## config.mk

```make
export PLATFORM = sky130hd
export DESIGN_NAME = i2c_lcd_backpack_target
export DESIGN_NICKNAME = d
export VERILOG_FILES = /design/src/rtl/i2c_lcd_backpack_target.sv
export SDC_FILE = /design/constraint.sdc
export NUM_CORES = 1
export LEC_CHECK = 0
export CAP_MARGIN = 10
export CORE_UTILIZATION = 25
export DETAILED_ROUTE_END_ITERATION = 8
export PLACE_DENSITY_LB_ADDON = 0.12
export SLEW_MARGIN = 30
export SYNTH_ARGS = -nofsm -noshare
export SYNTH_HDL_FRONTEND = slang
export SYNTH_SLANG_ARGS = --single-unit
```

## constraint.sdc

```tcl
create_clock -name clk -period 3.5 [get_ports clk]
set_input_delay 0.7 -clock clk [delete_from_list [all_inputs] [get_ports clk]]
set_output_delay 0.7 -clock clk [all_outputs]
set_load 0.01 [all_outputs]
```

## src/rtl/i2c_lcd_backpack_target.sv

```systemverilog
// I2C target emulating a PCF8574-style LCD backpack: written bytes drive port_out,
// reads return a snapshot of port_in. SDA is pulled low through sda_oe only.
module i2c_lcd_backpack_target #(
    parameter logic [6:0] ADDR      = 7'h27,
    parameter logic [7:0] RESET_VAL = 8'h00
) (
    input  logic       clk,
    input  logic       rst_n,
    input  logic       scl_i,
    input  logic       sda_i,
    output logic       sda_oe,
    output logic [7:0] port_out,
    output logic       byte_stb,
    input  logic [7:0] port_in,
    output logic       busy
);

    typedef enum logic [2:0] {
        S_IDLE,
        S_ADDR,
        S_ADDR_ACK,
        S_WR,
        S_WR_ACK,
        S_RD,
        S_RD_ACK,
        S_IGNORE
    } state_t;

    logic scl_meta_q, scl_sync_q, scl_prev_q;
    logic sda_meta_q, sda_sync_q, sda_prev_q;

    state_t     state_q, state_d;
    logic [2:0] cnt_q, cnt_d;
    logic [7:0] shift_q, shift_d;
    logic       rw_q, rw_d;
    logic       phase_q, phase_d;
    logic       oe_q, oe_d;
    logic       busy_q, busy_d;
    logic [7:0] port_q, port_d;
    logic       stb_q, stb_d;

    logic       scl_rise, scl_fall, start_det, stop_det;
    logic [7:0] rx_byte;

    // Synchronizers reset low so a reset released mid-bus never fakes a START/STOP.
    always_ff @(posedge clk or negedge rst_n) begin
        if (!rst_n) begin
            scl_meta_q <= 1'b0;
            scl_sync_q <= 1'b0;
            scl_prev_q <= 1'b0;
            sda_meta_q <= 1'b0;
            sda_sync_q <= 1'b0;
            sda_prev_q <= 1'b0;
        end else begin
            scl_meta_q <= scl_i;
            scl_sync_q <= scl_meta_q;
            scl_prev_q <= scl_sync_q;
            sda_meta_q <= sda_i;
            sda_sync_q <= sda_meta_q;
            sda_prev_q <= sda_sync_q;
        end
    end

    assign scl_rise  = scl_sync_q & ~scl_prev_q;
    assign scl_fall  = ~scl_sync_q & scl_prev_q;
    assign start_det = scl_sync_q & scl_prev_q & sda_prev_q & ~sda_sync_q;
    assign stop_det  = scl_sync_q & scl_prev_q & ~sda_prev_q & sda_sync_q;
    assign rx_byte   = {shift_q[6:0], sda_sync_q};

    always_comb begin
        state_d = state_q;
        cnt_d   = cnt_q;
        shift_d = shift_q;
        rw_d    = rw_q;
        phase_d = phase_q;
        oe_d    = oe_q;
        busy_d  = busy_q;
        port_d  = port_q;
        stb_d   = 1'b0;

        if (start_det) begin
            state_d = S_ADDR;
            cnt_d   = 3'd0;
            shift_d = 8'h00;
            phase_d = 1'b0;
            oe_d    = 1'b0;
            busy_d  = 1'b0;
        end else if (stop_det) begin
            state_d = S_IDLE;
            cnt_d   = 3'd0;
            shift_d = 8'h00;
            phase_d = 1'b0;
            oe_d    = 1'b0;
            busy_d  = 1'b0;
        end else begin
            unique case (state_q)
                S_IDLE: begin
                    oe_d = 1'b0;
                end
                S_ADDR: begin
                    if (scl_rise) begin
                        shift_d = rx_byte;
                        cnt_d   = cnt_q + 3'd1;
                        if (cnt_q == 3'd7) begin
                            // General call (address 0) is never acknowledged.
                            if (rx_byte[7:1] == ADDR && rx_byte[7:1] != 7'd0) begin
                                state_d = S_ADDR_ACK;
                                rw_d    = rx_byte[0];
                                phase_d = 1'b0;
                            end else begin
                                state_d = S_IGNORE;
                            end
                        end
                    end
                end
                S_ADDR_ACK: begin
                    if (scl_fall) begin
                        if (!phase_q) begin
                            oe_d    = 1'b1;
                            busy_d  = 1'b1;
                            phase_d = 1'b1;
                        end else begin
                            phase_d = 1'b0;
                            cnt_d   = 3'd0;
                            if (rw_q) begin
                                state_d = S_RD;
                                shift_d = port_in;
                                oe_d    = ~port_in[7];
                            end else begin
                                state_d = S_WR;
                                oe_d    = 1'b0;
                            end
                        end
                    end
                end
                S_WR: begin
                    if (scl_rise) begin
                        shift_d = rx_byte;
                        cnt_d   = cnt_q + 3'd1;
                        if (cnt_q == 3'd7) begin
                            state_d = S_WR_ACK;
                            phase_d = 1'b0;
                        end
                    end
                end
                S_WR_ACK: begin
                    if (scl_fall) begin
                        if (!phase_q) begin
                            oe_d    = 1'b1;
                            port_d  = shift_q;
                            stb_d   = 1'b1;
                            phase_d = 1'b1;
                        end else begin
                            oe_d    = 1'b0;
                            phase_d = 1'b0;
                            cnt_d   = 3'd0;
                            state_d = S_WR;
                        end
                    end
                end
                S_RD: begin
                    // Bits advance on SCL fall; the shift register holds the remaining bits.
                    if (scl_fall) begin
                        if (cnt_q == 3'd7) begin
                            oe_d    = 1'b0;
                            state_d = S_RD_ACK;
                            phase_d = 1'b0;
                        end else begin
                            shift_d = {shift_q[6:0], 1'b0};
                            oe_d    = ~shift_q[6];
                            cnt_d   = cnt_q + 3'd1;
                        end
                    end
                end
                S_RD_ACK: begin
                    if (scl_rise) begin
                        if (!sda_sync_q) begin
                            phase_d = 1'b1;
                        end else begin
                            state_d = S_IGNORE;
                            oe_d    = 1'b0;
                        end
                    end else if (scl_fall && phase_q) begin
                        state_d = S_RD;
                        shift_d = port_in;
                        oe_d    = ~port_in[7];
                        cnt_d   = 3'd0;
                        phase_d = 1'b0;
                    end
                end
                S_IGNORE: begin
                    oe_d = 1'b0;
                end
                default: begin
                    state_d = S_IDLE;
                    oe_d    = 1'b0;
                end
            endcase
        end
    end

    always_ff @(posedge clk or negedge rst_n) begin
        if (!rst_n) begin
            state_q <= S_IDLE;
            cnt_q   <= 3'd0;
            shift_q <= 8'h00;
            rw_q    <= 1'b0;
            phase_q <= 1'b0;
            oe_q    <= 1'b0;
            busy_q  <= 1'b0;
            port_q  <= RESET_VAL;
            stb_q   <= 1'b0;
        end else begin
            state_q <= state_d;
            cnt_q   <= cnt_d;
            shift_q <= shift_d;
            rw_q    <= rw_d;
            phase_q <= phase_d;
            oe_q    <= oe_d;
            busy_q  <= busy_d;
            port_q  <= port_d;
            stb_q   <= stb_d;
        end
    end

    assign sda_oe   = oe_q;
    assign busy     = busy_q;
    assign port_out = port_q;
    assign byte_stb = stb_q;

endmodule
```

======== Word-level counts from Yosys, hierarchy flattened ========
Cells that the tools add are included.
W data, S select, Z words.
storage, ports and cells
  register bits ........................... 33
  bits of input ports ..................... 12
  output and inout port bits .............. 11
  word-level logic and storage cells ...... 158
operators by class
  add/subtract/negate cells ............... 1
  equal/unequal tests ..................... 31
  multiplexer cells ....................... 73
  bitwise operators ....................... 16
  reduce and logical (&&, ||, !) cells .... 22
operators with widths
  cell                  number
  $mux W8               10
  $mux W3               26
  $ne A4 B4 Y1 const B  15
  $mux W1               32
  $pmux W8 S4           1
  $reduce_bool A7 Y1    3
  $pmux W3 S6           1
  $reduce_and A9 Y1     2
  $eq A3 B3 Y1 const B  5
  $ne A5 B5 Y1 const B  3
  $reduce_and A13 Y1    1
  $ne A4 B1 Y1 const B  3
  $pmux W3 S4           1
  $reduce_and A6 Y1     2
  $reduce_bool A6 Y1    2
  $pmux W1 S5           2
  $not A1 Y1            9
  $reduce_and A8 Y1     1
  $reduce_bool A8 Y1    1
  $and A1 B1 Y1         7
  $eq A7 B6 Y1 const B  1
  $eq A3 B2 Y1 const B  2
  $reduce_bool A3 Y1    2
  $reduce_or A2 Y1      3
  7 further kinds       8

======== Depth between registers and ports, before layout ========
  word-level depth ........................ 8
  gate-level depth with buffers ........... 8
  depth with buffers taken out ............ 7

======== Worst setup path before layout ========
OpenSTA, ideal clock, no wires.
  path type ............................... reg2reg
  from .................................... register cnt_q[0]
  to ...................................... register state_q[0]
  data arrival time ....................... 1.784 ns
  data required time ...................... 3.375 ns
  setup slack ............................. 1.591 ns
  cell stages (with the launch flop) ...... 8
  buffers on the path ..................... 0
  clock period less this slack ............ 1.909 ns
  path through ............................ dfrtp_1 -> ha_1 -> ha_1 -> a21oi_1 -> a22oi_1 -> o2111a_1 -> o211ai_2 -> mux2_4
between the ends
  cells in the longest elaborated chain, start to end .. 3
  elaborated cells on any way between the ends .. 5
RTL lines
  item                            RTL line       RTL
  start: declaration              33             logic [2:0] cnt_q, cnt_d;
  start signal: assignment        215            cnt_q <= cnt_d;
  $eq A3 B3 Y1 *                  104, 140, 164
  $ne A4 B4 Y1 (no line)          n/a
  $reduce_and A13 Y1 (no line) *  n/a
  end signal: assignment          214            state_q <= state_d;
  end: declaration                32             state_t state_q, state_d;
Mark *: on every way between the ends. The rest lies on a longest branch, timed or not.
A chain may end at the register's enable or synchronous reset.

======== Worst setup path after layout ========
  from .................................... register state_q[1]
  to ...................................... register shift_q[6]
between the ends
  cells in the longest elaborated chain, start to end .. 5
  elaborated cells on any way between the ends .. 19
RTL lines
  item                                                 RTL line  RTL
  $eq A3 B2 Y1 / $eq A3 B1 Y1 (equally long branches)  96        unique case (state_q)
  $reduce_or A2 Y1 (no line)                           n/a
  $pmux W8 S4                                          96
  $mux W8                                              88        end else if (stop_det) begin
  $mux W8                                              81        if (start_det) begin
  end signal: assignment                               216       shift_q <= shift_d;
  end: declaration                                     34        logic [7:0] shift_q, shift_d;
Several ways; a longest one is shown, not always the timed one.

==> impl_metrics.env <==
export IMPL_worstHoldPathType="flop to flop"
export IMPL_vias=1572
export IMPL_layout_drive_gt1_share=0.171
export IMPL_synth_area_leaders="dfrtp_1 (41%), mux2_4 (8.1%), mux2i_1 (4.9%)"
export IMPL_p_int_mw=1.39
export IMPL_ff2ff_setup_slack_ns=1.03
export IMPL_core_rowCount=32
export IMPL_period_minus_slack_ns=2.47
export IMPL_drt_iter0_drc=108
export IMPL_cts_sinks=33
export IMPL_outcome="completed"
export IMPL_syn2layout_area_growth_pct=19.6
export IMPL_final_setup_tns_ns=0
export IMPL_grt_ovfl_total=0
export IMPL_required_ns=3.67
export IMPL_power_frac_seq=0.320
export IMPL_nNetsFinal=230
export IMPL_synth_top_cell_area_share=0.406
export IMPL_chipHeight_um=92.2
export IMPL_tightestPinTransition_ns=0.917
export IMPL_hold_viol=0
export IMPL_critPathMaxFanout=29
export IMPL_wl_per_cell_um=15.1
export IMPL_io_buffers=22
export IMPL_track_usage=0.123
export IMPL_antenna_found_initial=0
export IMPL_ir_worst_vdd_mv=0.274
export IMPL_synth_area_um2=2030
export IMPL_p_leak_nw=1.06
export IMPL_switchingPower_mw=0.845
export IMPL_hpwl_um=3390
export IMPL_synthCells=198
export IMPL_io_pins=23
export IMPL_core_area_um2=7810
export IMPL_crit_arrival_ns=2.64
export IMPL_routed_wl_um=4810
export IMPL_holdCritStartpoint="sda_meta_q$_DFF_PN0_"
export IMPL_numCtsBuffers=5
export IMPL_yosysWarnings=0
export IMPL_ys_seq_area_frac=0.406
export IMPL_fin_crit_sh=0.707
export IMPL_fin_hold_ws_ns=0.355
export IMPL_synthArstFlopShare=1.00
export IMPL_antenna_cells=0
export IMPL_min_path_cells=0
export IMPL_reg2reg_to="shift_q[6]$_DFFE_PN0P_"
export IMPL_finalMaxSlewViolations=0
export IMPL_drv_cap=0
export IMPL_grt_max_degree=34
export IMPL_cts_root_buf="clkbuf_8"
export IMPL_first_pass_iters=4
export IMPL_synth_cell_types=52
export IMPL_power_density_nw_per_um2=918
export IMPL_pwr_share_comb=0.514
export IMPL_htreeDepth=2
export IMPL_avgViaCountPerCell=4.93
export IMPL_syn_nets=212
export IMPL_dieArea_um2=8500
export IMPL_start_util=0.260
export IMPL_max_slew_margin=0.386
export IMPL_clk_latency_ns=0.28
export IMPL_cts_clk_slew_worst_paths_ns=0.07
export IMPL_post_cts_repair_setup_buffers=0
export IMPL_clock_path_buffers=2
export IMPL_cts_tree="yes"
export IMPL_ff2ff_path_depth=5
export IMPL_syn_avg_cell_area_um2=10.3
export IMPL_grt_pass1_vias=1522
export IMPL_clock_skew_ns=0.00671
export IMPL_place_gp_congestion=0.817
export IMPL_ys_seq_elements=33
export IMPL_synth_edff_count=0
export IMPL_route_detailed_drc=0
export IMPL_crit_path_end_kind="flop"
export IMPL_grt_pass1_wl_um=7980
export IMPL_rsz0062_at_grt="no"
export IMPL_ant_nets=0
export IMPL_fmax_mhz=404
export IMPL_setup_viol=0
export IMPL_setup_worst_path_class="flop to flop"
export IMPL_synth_main_ff_cell="dfrtp_1"
export IMPL_cts_repair_resized=0
export IMPL_cp_start_kind="flop"
export IMPL_synth_top_area_cell="dfrtp_1"
export IMPL_switching_share=0.378
export IMPL_holdBufCountCts=0
export IMPL_whs_endpoint="sda_sync_q$_DFF_PN0_"
export IMPL_rr_startpoint="state_q[1]$_DFFE_PN0P_"
export IMPL_p_clk_frac=0.167
export IMPL_dieWidth_um=92.2
-- worst max path at each step --
stage                           startpoint                      to  slack (ns)  cells after the start
detailed placement  state_q[1]$_DFFE_PN0P_  shift_q[6]$_DFFE_PN0P_        1.02                      5
global placement    state_q[1]$_DFFE_PN0P_  shift_q[6]$_DFFE_PN0P_        0.98                      5
CTS                 state_q[1]$_DFFE_PN0P_  shift_q[6]$_DFFE_PN0P_        1.01                      5
floorplan             cnt_q[0]$_DFFE_PN0P_  state_q[0]$_DFFE_PN0P_        1.59                      7
global route        state_q[1]$_DFFE_PN0P_  shift_q[6]$_DFFE_PN0P_        0.79                      5
finish              state_q[1]$_DFFE_PN0P_  shift_q[6]$_DFFE_PN0P_        1.03                      5
-- layer usage --
metal | GRT usage | part of all wire | vias up
met1 | 0.169 | 0.48 | 768
met3 | 0.0282 | 0.038 | 9
met4 | 0.0495 | 0.021 | 0
met5 | 0 | 0 | -
li1 | - | - | 757
met2 | 0.185 | 0.46 | 38
-- layout by cell type, fill, tap and decap left out, types with 3 or more instances in the layout --
cell	count
a21oi_1	12
clkbuf_8	6
clkdlybuf4s50_1	21
dfrtp_1	33
inv_1	6
mux2_2	7
mux2_4	11
mux2i_1	10
nand2_1	13
nand2b_1	3
nand3b_1	3
nand4_1	3
nand4b_1	3
nor2_1	21
nor2b_1	3
nor3_1	4
nor3b_1	3
o21ai_0	6
o21ai_1	3
-- through the flow --
stage          cells  utilization  setup slack [ns]  total power, mW  instance area (µm²)
2_1_floorplan    198            -              1.59             1.58                 2030
3_3_place_gp     311        0.296             0.979             1.89                 2310
3_5_place_dp     311        0.296              1.02             1.88                 2310
4_1_cts          319        0.311              1.01             2.26                 2430
5_1_grt          319        0.311             0.790             2.40                 2430
6_report         319        0.311              1.03             2.23                 2430
-- cell usage after synthesis, types with 2 or more instances --
library cell  count
a21oi_1          12
a31oi_1           2
a32oi_1           2
buf_2            10
buf_6             2
dfrtp_1          33
ha_1              2
inv_1             6
mux2_1            2
mux2_2            7
mux2_4           11
mux2i_1          10
nand2_1          13
nand2b_1          3
nand3_1           2
nand3b_1          3
nand4_1           3
nand4b_1          3
nor2_1           21
nor2b_1           3
nor3_1            4
nor3b_1           3
o211ai_2          2
o21ai_0           6
o21ai_1           3
o22ai_1           2
o31ai_1           2
or3b_1            2
-- kinds of logic (layout without fill, tap and decap cells) --
group / after synthesis / after routing / synth area share
xor+xnor: 2 / 2 / 0.0123
flops: 33 / 33 / 0.406
compound gates: 47 / 47 / 0.178
fa+ha+maj: 2 / 2 / 0.0123
simple gates: 63 / 63 / 0.159
mux: 30 / 30 / 0.180
buf+inv: 21 / 40 / 0.0523
-- power by group through the flow --
stage	sequential (mW)	clock, mW	combinational, mW
6_report	0.714	0.372	1.15
5_1_grt	0.743	0.401	1.26
4_1_cts	0.712	0.386	1.16
3_5_place_dp	0.717	0	1.16
3_3_place_gp	0.728	0	1.16
2_1_floorplan	0.621	0	0.957
-- registers in the layout, summed over array words and instances, names as in the netlist, 3 cells and up --
| signal | flops |
|---|---|
| cnt_q | 3 |
| port_out | 8 |
| shift_q | 8 |
| state_q | 3 |
-- critical path, cell delays in order, from the launching register on --
cell	delay, ns
dfrtp_1	0.89
clkinv_1	0.33
o21ai_2	0.55
mux2i_1	0.27
nor2_1	0.05
mux2_4	0.26
-- area by class of cell --
| cell class | instances | area, µm² |
|---|---|---|
| fillers | 829 | 5380 |
| clock buffers | 7 | 86.3 |
| flip-flops and latches | 33 | 826 |
| multi-input cells | 144 | 1100 |
| repair buffers | 24 | 230 |
| well taps | 102 | 128 |
| inverters | 8 | 30.0 |
| clock inverters | 1 | 30.0 |
No activity file was read; power rests on OpenSTA's default activity.
==> RTL edit 1 (same flow settings) <==
The output `byte_stb` loses its register stage (`stb_q` becomes a continuous assignment).
--- a/src/rtl/i2c_lcd_backpack_target.sv
+++ b/src/rtl/i2c_lcd_backpack_target.sv
@@ -209,7 +209,6 @@
             oe_q    <= 1'b0;
             busy_q  <= 1'b0;
             port_q  <= RESET_VAL;
-            stb_q   <= 1'b0;
         end else begin
             state_q <= state_d;
             cnt_q   <= cnt_d;
@@ -219,9 +218,10 @@
             oe_q    <= oe_d;
             busy_q  <= busy_d;
             port_q  <= port_d;
-            stb_q   <= stb_d;
         end
     end
+
+    assign stb_q = stb_d;
 
     assign sda_oe   = oe_q;
     assign busy     = busy_q;
Behaviour: no difference found for any inputs over 10 cycles, from zero or initial values and one cycle with rst_n low; that may be too few to reach the edited logic, so the function may still have changed.
==> RTL edit 1 against the unedited design <==
  * Total power decreased by 16%
  * Worst hold slack got worse by 0.0028 ns
  * Global-route usage increased by 0.63 points
  * Routed wire length decreased by 7.8%
  * Area after synthesis decreased by 11%
  * Die area decreased by 11%
  * Sequential cell count decreased by 1
  * Sequential share of layout area increased by 1.5 points
  * Setup slack got worse by 0.36 ns
  * Design area decreased by 7.2%
  * Register-to-register slack improved by 0.27 ns
==> RTL edit 1: results (changes against the unedited design) <==
status:
  status: "complete, no violations"  # unchanged
sta:
  finClkSkew_ns: 0.00254  # was 0.00671 ns
  slew_headroom: 0.566  # was 0.386
  timing.fmax_ghz: 0.353  # was 0.404 GHz
  timing.hold.ws_ns: 0.352  # was 0.355 ns
cts:
  cts.path.max_buffers: 2  # unchanged
  cts_buffers: 5  # unchanged
synth:
  ys_types: 39  # was 52
  async_reset_ff_frac: 1.00  # unchanged
  synthTopCellsByArea: "dfrtp_1, mux2_2, nand2_1"  # was dfrtp_1, mux2_4, mux2i_1
  ys_seq_area_frac: 0.441  # was 0.406
  synthTopCellsByCount: "dfrtp_1, nand2_1, mux2_2"  # was dfrtp_1, nor2_1, nand2_1
  synth_nets: 204  # was 212
min_path:
  hold_path_class: "flip-flop to flip-flop"  # unchanged
  min_from: "sda_meta_q$_DFF_PN0_"  # unchanged
final_layout:
  nets: 228  # was 230
  drive_above_1_share: 0.158  # was 0.171
  nFillCells: 738  # was 829
placed_design:
  place_congestion: 0.785  # was 0.817
  dpl_worst_slack_ns: 0.995  # was 1.02 ns
  io_buffer_count: 22  # unchanged
  hpwl_um: 3100  # was 3390 um
setup_path:
  critPathMaxStageDelay_ns: 0.53  # was 0.89 ns
  timing.rr.start: "state_q[1]$_DFFE_PN0P_"  # unchanged
  crit_start: "scl_prev_q$_DFF_PN0_"  # was state_q[1]$_DFFE_PN0P_
  crit_slowest_cell: "clkdlybuf4s50_1"  # was dfrtp_1
  path_max_fanout: 9  # was 29
  r2r_setup_slack_ns: 1.30  # was 1.03 ns
global_routing:
  grt_pass1_wl_um: 7490  # was 7980 um
  grt_pass1_vias: 1405  # was 1,522
  grt_max_degree: 33  # was 34
  antenna_found_initial: 0  # unchanged
  grt_usage: 0.129  # was 0.123
  grt-ovfl-total: 0  # unchanged
route:
  drc: 0  # unchanged
  wirelength_um: 4430  # was 4810 um
  drt_iter0_drc: 83  # was 108
  firstDrtPassIters: 4  # unchanged
  via_per_inst: 4.68  # was 4.93
power:
  leakagePower_uw: 0.000960  # was 0.00106 uW
  irDropWorstVdd_v: 0.000297  # was 0.000274 V
-- RTL edit 1: cell count changes in the layout (fill, tap and decap cells not counted), moves of 3 or more --
cell / change
mux2_2: +11
mux2_4: -11
mux2i_1: -7
nand2_1: +10
nor2_1: -4
nor2b_1: +5
o21ai_0: +5
o21ai_1: -3
-- RTL edit 1: cell families (layout without fill, tap and decap cells) --
group                    Yosys count  after routing  synth area share
multiplexers                      21             21             0.128
adder cells (fa/ha/maj)            2              2            0.0138
flip-flops                        32             32             0.441
buffers and inverters             16             41            0.0338
AO/OA/AOI/OAI                     45             45             0.167
XOR/XNOR                           1              1           0.00897
AND/OR/NAND/NOR                   73             73             0.207
-- RTL edit 1: area by class of cell --
class	count	area, um2	area share
multi-input combinational	142	952	0.422
sequential	32	801	0.355
timing repair buffer	26	250	0.111
tap	96	120	0.0532
clock buffer	6	72.6	0.0322
clock inverter	2	35.0	0.0155
inverter	7	26.3	0.0116
-- RTL edit 1: worst paths after layout --
| path | cells past startpoint | endpoint |
|---|---|---|
| min in group asynchronous | 2 | sda_prev_q$_DFF_PN0_ |
| worst max register to register | 4 | shift_q[0]$_DFFE_PN0P_ |
| max in group asynchronous | 2 | busy$_DFFE_PN0P_ |
| worst min-delay path | 0 | sda_sync_q$_DFF_PN0_ |
| worst max-delay path | 5 | byte_stb |
| worst min register to register | 0 | sda_sync_q$_DFF_PN0_ |
-- RTL edit 1: per-stage QoR --
step / util / cell area [um2] / total power [uW] / cells
floorplan: - / 1810 / 1260 / 190
global placement: 0.311 / 2150 / 1560 / 303
detailed placement: 0.311 / 2150 / 1550 / 303
CTS: 0.327 / 2260 / 1910 / 311
global route: 0.327 / 2260 / 2040 / 311
finish: 0.327 / 2260 / 1880 / 311
-- RTL edit 1: critical path: cells and delay by family, from the launching register on --
family | cells | cell delay, ns
buf+inv | 3 | 0.81
flops | 1 | 0.46
simple gates | 2 | 0.58
-- RTL edit 1: power by group --
| part | internal (uW) | total, uW | switching, uW |
|---|---|---|---|
| Combinational | 455 | 918 | 463 |
| Clock | 211 | 349 | 137 |
| Sequential | 497 | 614 | 118 |
| Total | 1160 | 1880 | 718 |
-- RTL edit 1: per-layer routing --
layer | global-route usage | wire [um] | vias to the layer above
met5 | 0 | 0 | -
met4 | 0.0328 | 21 | 0
met3 | 0.0294 | 232 | 3
met2 | 0.187 | 1930 | 32
met1 | 0.193 | 2250 | 690
li1 | - | - | 730
==> RTL edit 2 (same settings) <==
Made on the original files. `shift_q` no longer has a reset.
--- a/src/rtl/i2c_lcd_backpack_target.sv
+++ b/src/rtl/i2c_lcd_backpack_target.sv
@@ -203,7 +203,6 @@
         if (!rst_n) begin
             state_q <= S_IDLE;
             cnt_q   <= 3'd0;
-            shift_q <= 8'h00;
             rw_q    <= 1'b0;
             phase_q <= 1'b0;
             oe_q    <= 1'b0;
@@ -213,7 +212,6 @@
         end else begin
             state_q <= state_d;
             cnt_q   <= cnt_d;
-            shift_q <= shift_d;
             rw_q    <= rw_d;
             phase_q <= phase_d;
             oe_q    <= oe_d;
@@ -223,6 +221,10 @@
         end
     end
 
+    always_ff @(posedge clk) begin
+        shift_q <= shift_d;
+    end
+
     assign sda_oe   = oe_q;
     assign busy     = busy_q;
     assign port_out = port_q;
Check against the original RTL: same outputs for any inputs over 10 cycles, from zero or initial values and one cycle with rst_n low; that may be too few to reach the edited logic, so the function may still have changed.
==> RTL edit 2 against the unedited design <==
  * First-iteration DRC count up 36%
  * Clock skew up 0.0020 ns
  * Design area shrank 6.6%
  * Critical path depth did not move
  * Clock power decreased by 20%
  * Area after synthesis decreased by 7.2%
  * Utilization hardly changed
  * Total power fell by 17%
  * Routed wire length is 5.0% lower
  * Sequential cell count unchanged
  * Setup slack better by 0.25 ns
  * Largest cell class unchanged
==> RTL edit 2: results (changes against the unedited design) <==
final_layout:
  nFillCells: 815  # was 829
  diodes: 0  # unchanged
  drive_above_1_share: 0.148  # was 0.171
  nets: 216  # was 230
setup_path:
  path_max_fanout: 23  # was 29
  critPathArrivalTime_ns: 2.39  # was 2.64 ns
placed_design:
  placed_area_um2: 2180  # was 2310 um2
  dpl_worst_slack_ns: 1.30  # was 1.02 ns
  place_congestion: 0.822  # was 0.817
  io_buffer_count: 22  # unchanged
  hpwl_um: 3270  # was 3390 um
synth:
  synthTopCellsByCount: "dfrtp_1, mux2i_1, nand2_1"  # was dfrtp_1, nor2_1, nand2_1
  synth_flop_cell: "dfrtp_1"  # unchanged
  ys_seq_area_frac: 0.416  # was 0.406
  ys_types: 58  # was 52
  synthTopCellsByArea: "dfrtp_1, mux2i_1, dfxtp_1"  # was dfrtp_1, mux2_4, mux2i_1
  synth_nets: 196  # was 212
  async_reset_ff_frac: 0.758  # was 1.00
power:
  leakagePower_uw: 0.000996  # was 0.00106 uW
  irDropWorstVdd_v: 0.000291  # was 0.000274 V
global_routing:
  grt_pass1_wl_um: 7520  # was 7980 um
  grt_usage: 0.128  # was 0.123
  grt_max_degree: 26  # was 34
  grt_pass1_vias: 1519  # was 1,522
route:
  num_vias: 1449  # was 1,572
  wirelength_um: 4570  # was 4810 um
  drt_iter0_drc: 147  # was 108
sta:
  finClkSkew_ns: 0.00866  # was 0.00671 ns
  tightest_slew_ns: 0.765  # was 0.917 ns
cts:
  cts_buffers: 5  # unchanged
  htreeDepth: 2  # unchanged
status:
  status: "complete, no violations"  # unchanged
==> RTL edit 2: worst paths after layout <==
| kind | start | endpoint | slack (ns) | cells past startpoint |
|---|---|---|---|---|
| setup / recovery | state_q[2]$_DFFE_PN0P_ | state_q[0]$_DFFE_PN0P_ | 1.28 | 5 |
| hold / removal | scl_meta_q$_DFF_PN0_ | scl_sync_q$_DFF_PN0_ | 0.35 | 0 |
| setup reg to reg | state_q[2]$_DFFE_PN0P_ | state_q[0]$_DFFE_PN0P_ | 1.28 | 5 |
| hold reg to reg | scl_meta_q$_DFF_PN0_ | scl_sync_q$_DFF_PN0_ | 0.35 | 0 |
| max in group asynchronous | rst_n | sda_oe$_DFFE_PN0P_ | 2.45 | 2 |
| min in group asynchronous | rst_n | sda_sync_q$_DFF_PN0_ | 0.79 | 2 |
==> RTL edit 2: final cells by class <==
cell class	count	share of cell area
Multi-Input combinational cell	133	0.446
Clock buffer	8	0.0397
Tap cell	99	0.0545
Sequential cell	33	0.346
Inverter	4	0.00661
Timing Repair Buffer	25	0.107
==> RTL edit 2: cells by family (layout without fill, tap and decap cells) <==
kind of cell / count (synthesis) / after routing / synth area share
compound gates: 39 / 39 / 0.156
xor+xnor: 1 / 1 / 0.00464
fa+ha+maj: 2 / 2 / 0.0133
buf+inv: 16 / 37 / 0.0464
flops: 33 / 33 / 0.416
mux: 30 / 30 / 0.168
simple gates: 61 / 61 / 0.195
==> RTL edit 2: report_power, final <==
group	total [uW]	internal, uW	switching [uW]
registers	705	513	192
clock network	296	160	136
logic	860	461	399
total	1860	1130	727
==> RTL edit 2: routing by layer <==
layer | global-route usage | share of wire | vias up | wire length (um)
li1 | - | - | 694 | -
met1 | 0.149 | 0.44 | 720 | 2010
met2 | 0.231 | 0.51 | 29 | 2340
met3 | 0.0271 | 0.034 | 6 | 154
met4 | 0.0440 | 0.014 | 0 | 66
met5 | 0 | 0 | - | 0
==> RTL edit 2: through the flow <==
step,util,cells
after detailed placement,0.299,294
final,0.311,302
after CTS,0.311,302
after global routing,0.311,302
after global placement,0.299,294
after floorplan,-,182
==> RTL edit 2: critical path, stage by stage, from the launching register on <==
cell     delay (ns)
dfrtp_1        0.80
and2b_2        0.35
o21ai_2        0.07
a211o_1        0.37
a21oi_2        0.19
mux2_1         0.33
